## src/rtl/rsa_edge_feeder.sv

```systemverilog
// rsa_edge_feeder
//   Transmit side of the PE_MAC systolic edge. One job of k_len operand
//   beats is buffered, then streamed to the array edge without any bubble.
//   Each lane is skewed by its index, and PE_mode is held for the whole job.
//
// Ports
//   clk, sys_rst_n         clock, asynchronous active-low reset
//   start, k_len, mode_in  job request (sampled in IDLE only)
//   in_valid, in_ready     operand beat handshake
//   in_h, in_v             operand beat: ROW h lanes, COL v lanes
//   PE_mode                mode broadcast to every PE, held for the job
//   h_data_out             per-row edge data, lane r delayed r cycles
//   v_data_out             per-column edge data, lane c delayed c cycles
//   cal_en_out             per-column cal_en, lane c delayed c cycles
//   cal_done_out           per-column cal_done, lane c delayed c cycles
//   busy                   high in every state except IDLE
//   done                   1-cycle pulse once the results have drained
//   err                    1-cycle pulse when a start is rejected
module rsa_edge_feeder #(
  parameter int RSA_DW = 16,
  parameter int ROW    = 4,
  parameter int COL    = 4,
  parameter int K_MAX  = 16,
  parameter int KW     = 5
) (
  input  logic                  clk,
  input  logic                  sys_rst_n,
  input  logic                  start,
  input  logic [KW-1:0]         k_len,
  input  logic [1:0]            mode_in,
  input  logic                  in_valid,
  output logic                  in_ready,
  input  logic [ROW*RSA_DW-1:0] in_h,
  input  logic [COL*RSA_DW-1:0] in_v,
  output logic [1:0]            PE_mode,
  output logic [ROW*RSA_DW-1:0] h_data_out,
  output logic [COL*RSA_DW-1:0] v_data_out,
  output logic [COL-1:0]        cal_en_out,
  output logic [COL-1:0]        cal_done_out,
  output logic                  busy,
  output logic                  done,
  output logic                  err
);

  localparam int AW      = (K_MAX > 1) ? $clog2(K_MAX) : 1;
  localparam int DRAIN_N = ROW + 2 * COL;
  localparam int DCW     = (DRAIN_N > 1) ? $clog2(DRAIN_N) : 1;

  typedef enum logic [1:0] {IDLE, FILL, STREAM, DRAIN} state_t;

  state_t              state;
  logic [KW-1:0]       k_reg;
  logic [KW-1:0]       wr_ptr;
  logic [KW-1:0]       rd_cnt;
  logic [DCW-1:0]      dcnt;

  logic [ROW*RSA_DW-1:0] buf_h [K_MAX];
  logic [COL*RSA_DW-1:0] buf_v [K_MAX];

  logic handshake;
  logic k_ok;

  assign handshake = in_valid & in_ready;
  assign k_ok      = (k_len != '0) && (k_len <= KW'(K_MAX));
  assign busy      = (state != IDLE);

  // Control FSM
  always_ff @(posedge clk or negedge sys_rst_n) begin
    if (!sys_rst_n) begin
      state    <= IDLE;
      k_reg    <= '0;
      wr_ptr   <= '0;
      rd_cnt   <= '0;
      dcnt     <= '0;
      in_ready <= 1'b0;
      PE_mode  <= 2'b00;
      done     <= 1'b0;
      err      <= 1'b0;
    end else begin
      done <= 1'b0;
      err  <= 1'b0;
      case (state)
        IDLE: begin
          if (start) begin
            if (k_ok) begin
              k_reg    <= k_len;
              PE_mode  <= mode_in;
              wr_ptr   <= '0;
              in_ready <= 1'b1;
              state    <= FILL;
            end else begin
              err <= 1'b1;
            end
          end
        end
        FILL: begin
          if (handshake) begin
            wr_ptr <= wr_ptr + KW'(1);
            if (wr_ptr == k_reg - KW'(1)) begin
              in_ready <= 1'b0;
              rd_cnt   <= '0;
              state    <= STREAM;
            end
          end
        end
        STREAM: begin
          // k_reg beats plus one cal_done cycle
          if (rd_cnt == k_reg) begin
            dcnt  <= '0;
            state <= DRAIN;
          end else begin
            rd_cnt <= rd_cnt + KW'(1);
          end
        end
        DRAIN: begin
          if (dcnt == DCW'(DRAIN_N - 1)) begin
            done  <= 1'b1;
            state <= IDLE;
          end else begin
            dcnt <= dcnt + DCW'(1);
          end
        end
        default: state <= IDLE;
      endcase
    end
  end

  // Operand buffer: data only, contents are don't-care until written
  always_ff @(posedge clk) begin
    if (state == FILL && handshake) begin
      buf_h[wr_ptr[AW-1:0]] <= in_h;
      buf_v[wr_ptr[AW-1:0]] <= in_v;
    end
  end

  // Stage p0: unskewed lane-0 values, zero outside STREAM so skew lines flush
  logic                  beat_p0;
  logic                  en_p0;
  logic                  dn_p0;
  logic [ROW*RSA_DW-1:0] h_p0;
  logic [COL*RSA_DW-1:0] v_p0;

  assign beat_p0 = (state == STREAM) && (rd_cnt < k_reg);
  assign en_p0   = beat_p0;
  assign dn_p0   = (state == STREAM) && (rd_cnt == k_reg);
  assign h_p0    = beat_p0 ? buf_h[rd_cnt[AW-1:0]] : '0;
  assign v_p0    = beat_p0 ? buf_v[rd_cnt[AW-1:0]] : '0;

  // Skew stages: row lane r sees stage p0 delayed r cycles
  for (genvar r = 0; r < ROW; r++) begin : g_h
    if (r == 0) begin : g_direct
      assign h_data_out[0 +: RSA_DW] = h_p0[0 +: RSA_DW];
    end else begin : g_skew
      logic [RSA_DW-1:0] sr [r];
      always_ff @(posedge clk or negedge sys_rst_n) begin
        if (!sys_rst_n) begin
          for (int j = 0; j < r; j++) sr[j] <= '0;
        end else begin
          sr[0] <= h_p0[r*RSA_DW +: RSA_DW];
          for (int j = 1; j < r; j++) sr[j] <= sr[j-1];
        end
      end
      assign h_data_out[r*RSA_DW +: RSA_DW] = sr[r-1];
    end
  end

  // Skew stages: column lane c carries {data, cal_en, cal_done} delayed c cycles
  for (genvar c = 0; c < COL; c++) begin : g_v
    if (c == 0) begin : g_direct
      assign v_data_out[0 +: RSA_DW] = v_p0[0 +: RSA_DW];
      assign cal_en_out[0]           = en_p0;
      assign cal_done_out[0]         = dn_p0;
    end else begin : g_skew
      logic [RSA_DW+1:0] sr [c];
      always_ff @(posedge clk or negedge sys_rst_n) begin
        if (!sys_rst_n) begin
          for (int j = 0; j < c; j++) sr[j] <= '0;
        end else begin
          sr[0] <= {v_p0[c*RSA_DW +: RSA_DW], en_p0, dn_p0};
          for (int j = 1; j < c; j++) sr[j] <= sr[j-1];
        end
      end
      assign v_data_out[c*RSA_DW +: RSA_DW] = sr[c-1][RSA_DW+1:2];
      assign cal_en_out[c]                  = sr[c-1][1];
      assign cal_done_out[c]                = sr[c-1][0];
    end
  end

endmodule

```

## config.mk

```make
export PLATFORM = sky130hd
export DESIGN_NAME = rsa_edge_feeder
export DESIGN_NICKNAME = d
export VERILOG_FILES = /design/src/rtl/rsa_edge_feeder.sv
export SDC_FILE = /design/constraint.sdc
export NUM_CORES = 2
export LEC_CHECK = 0
export ABC_CLOCK_PERIOD_IN_PS = 7870
export BUFFER_PORTS_ARGS = -buffer_cell sky130_fd_sc_hd__buf_2
export CAP_MARGIN = 20
export CORE_MARGIN = 2
export CORE_UTILIZATION = 40
export CTS_BUF_LIST = sky130_fd_sc_hd__clkbuf_8
export DETAILED_ROUTE_END_ITERATION = 8
export HOLD_SLACK_MARGIN = 0.12
export PLACE_DENSITY = 0.64
export SYNTH_ARGS = -nofsm -noshare
export SYNTH_HDL_FRONTEND = slang
export SYNTH_SLANG_ARGS = --single-unit
```

## constraint.sdc

```tcl
create_clock -name clk -period 7.87 [get_ports clk]
set_clock_uncertainty 0.2 [all_clocks]
set_input_delay 0.3935 -clock clk [delete_from_list [all_inputs] [get_ports clk]]
set_output_delay 0.3935 -clock clk [all_outputs]
set_load 0.1 [all_outputs]
```

==> impl_metrics.tcl <==
set metrics [dict create \
    status "finished, final reports clean" \
    grt_usage_pct 18.3 \
    drive_above_1_share_pct 32.5 \
    clk_root_buffer_cell "clkbuf_8" \
    ant_nets 0 \
    max_slew.worst_pin.slew_ns 1.15 \
    htreeDepth 5 \
    fin_crit_ns 5.19 \
    async_reset_ff_share_pct 9.86 \
    max-clock-path-buffers 4 \
    power_frac_comb_pct 1.4 \
    final_max_slew_viol_count 0 \
    seqPwrFrac_pct 57.2 \
    initial_core_util_pct 40.2 \
    path_clk_slew_ns 0.06 \
    drt_first_pass_iters 5 \
    fmax_ghz 0.193 \
    via_per_inst 5.34 \
    dieArea_um2 216000 \
    finalSetupViolCount 0 \
    ys_seq_area_share_pct 78.8 \
    place_ws_ns 3.45 \
    numPortBuffers 280 \
    die_h_um 465 \
    grt_start_max_net_pins 134 \
    multi_input_comb_area_um2 16400 \
    pin_count 281 \
    ys_ff_latch 2272 \
    syn_area_per_cell_um2 24.5 \
    synth_area_um2 85100 \
    finalNetCount 4360 \
    hold_class "flop to flop" \
    yosysWarnings 0 \
    synth_most_common_cell "edfxtp_1" \
    fin_crit_sh_pct 65.9 \
    grt_pass1_vias 40700 \
    max-vdd-ir-drop_mv 0.197 \
    gp_congestion 0.738 \
    cp_max_fo 38 \
    critPathArrivalTime_ns 4.60 \
    core-area_um2 212000 \
    grt_pass1_wl_mm 288 \
    clkLatencyLatePin_ns 1.08 \
    post_drt_wl_per_cell_um 27.0 \
    wirelength_mm 198 \
    cts_buffers 377 \
    drc 0 \
    required_ns 7.28 \
    synth_ff_type "edfxtp_1" \
    row_count 169 \
    antenna_found_initial 33 \
    fillerInstances 17400 \
    netlist.area_leader.share_pct 72.3 \
    vias 39000 \
    p_sw_uw 4740 \
    relSlewSlack_pct 23.7 \
    synth_nets 3634 \
    syn_inst 3479 \
    area_growth_syn_to_layout_pct 16.2 \
    fin_ws_ns 2.68 \
    regArea_um2 67100 \
    yosysTopAreaCell "edfxtp_1" \
    die_w_um 465 \
    crit_type "flop to output pin" \
    cts_resized 0 \
    rsz0062_at_grt "false" \
    fin_setup_tns_ns 0 \
    p_leak_uw 0.0323 \
    gr-total-overflow 0 \
    cts_setup_buffers 0 \
    dpl.hpwl_mm 98.0 \
    power_frac_clock_pct 41.4 \
    power.density_nw_per_um2 233 \
    maxCapViolCount 0 \
    p_sw_share_pct 20.6 \
    hold_viol_final 0 \
    worst_setup_path_end_kind "output pin" \
    cts_tree "done" \
    startpoint_type "flop" \
    synth_edf_count 2048 \
    synthTopCellsByCount "edfxtp_1, mux4_2, dfrtp_1" \
    ys_top_cells_by_area "edfxtp_1, mux4_2, dfrtp_1" \
    synth_cell_types 51 \
    drt_iter0_markers 3574 \
    p_int_uw 18300 \
    clock_sinks 2272 \
]
critical path, cell delays in order, from the launching register on:
cell,delay (ns)
dfrtp_4,0.79
buf_4,0.77
buf_4,0.78
mux4_2,0.35
nor2b_1,0.23
buf_2,0.47
cells in the final DEF (no fill, tap or decap), drive strengths merged, types with 2 or more instances in the layout:
cell	count
edfxtp	2048
mux4	640
clkbuf	413
buf	333
dlygate4sd3	283
dfrtp	224
inv	152
nor2b	131
clkinv	100
and2	16
ha	16
nand2	11
nor2	10
mux2	10
o21ai	10
diode	9
nand3	9
nor3	9
a21oi	6
clkinvlp	6
bufinv	6
nand2b	5
and3	4
xnor2	4
xor2	4
a221oi	3
a21o	2
nor3b	2
mux2i	2
or3	2
a22o	2
a211oi	2
a31oi	2
o21a	2
o211a	2
o2bb2ai	2
o31ai	2
a21boi	2
worst paths after layout:
check                                                from  slack (ns)                              to  cells past startpoint
max                                 rd_cnt[2]$_DFFE_PN0P_        2.68                   v_data_out[7]                      5
min                        g_h[3].g_skew.sr[29]$_DFF_PN0_        0.13        h_data_out[61]$_DFF_PN0_                      0
max reg2reg                          state[1]$_DFFE_PN0P_        3.47          buf_h[2][45]$_DFFE_PP_                      6
min reg2reg                g_h[3].g_skew.sr[29]$_DFF_PN0_        0.13        h_data_out[61]$_DFF_PN0_                      0
max in group asynchronous                       sys_rst_n        6.18  g_h[3].g_skew.sr[24]$_DFF_PN0_                      4
min in group asynchronous                       sys_rst_n        0.35          PE_mode[0]$_DFFE_PN0P_                      4
final cells by class:
type,count,share of cell area (%)
flip-flops and latches,2272,67.8
multi-input cells,923,16.6
clock buffers,413,5.75
repair buffers,616,4.98
well taps,2821,3.57
clock inverters,249,1.22
inverters,15,0.0569
diodes,9,0.0228
per-stage QoR:
stage | std cells | cell area, µm² | hold slack, ns | utilization, % | power, µW
floorplan | 3479 | 85100 | -0.102 | - | 13400
global placement | 6362 | 89100 | 0.132 | 42.1 | 13600
detailed placement | 6362 | 89100 | 0.135 | 42.1 | 13600
CTS | 7308 | 98900 | 0.122 | 46.7 | 23300
global route | 7316 | 98900 | 0.147 | 46.7 | 23800
finish | 7318 | 98900 | 0.129 | 46.7 | 23000
power by group through the flow:
stage	registers (µW)	clock network, µW	logic, µW
final	13200	9520	331
after global routing	13100	10300	363
after CTS	13200	9770	335
after detailed placement	13400	0	205
after global placement	13400	0	190
after floorplan	13400	0	0.987
cell families after synthesis:
logic type / after synthesis / synth area share [%]
AO/OA/AOI/OAI: 44 / 0.378
XOR/XNOR: 8 / 0.0823
adder cells (fa/ha/maj): 16 / 0.235
buffers and inverters: 284 / 1.96
flip-flops: 2272 / 78.8
multiplexers: 652 / 17.1
AND/OR/NAND/NOR: 203 / 1.42
layer usage:
metal,global-route usage [%],up-vias,share of wire (%)
met5,0,-,0.092
met4,4.90,28,2.1
met3,4.18,318,6.9
met2,28.8,1419,48
met1,25.9,21200,43
li1,-,16100,-
repair_timing:
item / CTS / global route
hold buffers: 284 / 0
hold endpoints to repair: 2293 / 0
endpoints found under the setup margin: 0 / 0
Power figures use the tool's default switching activity.
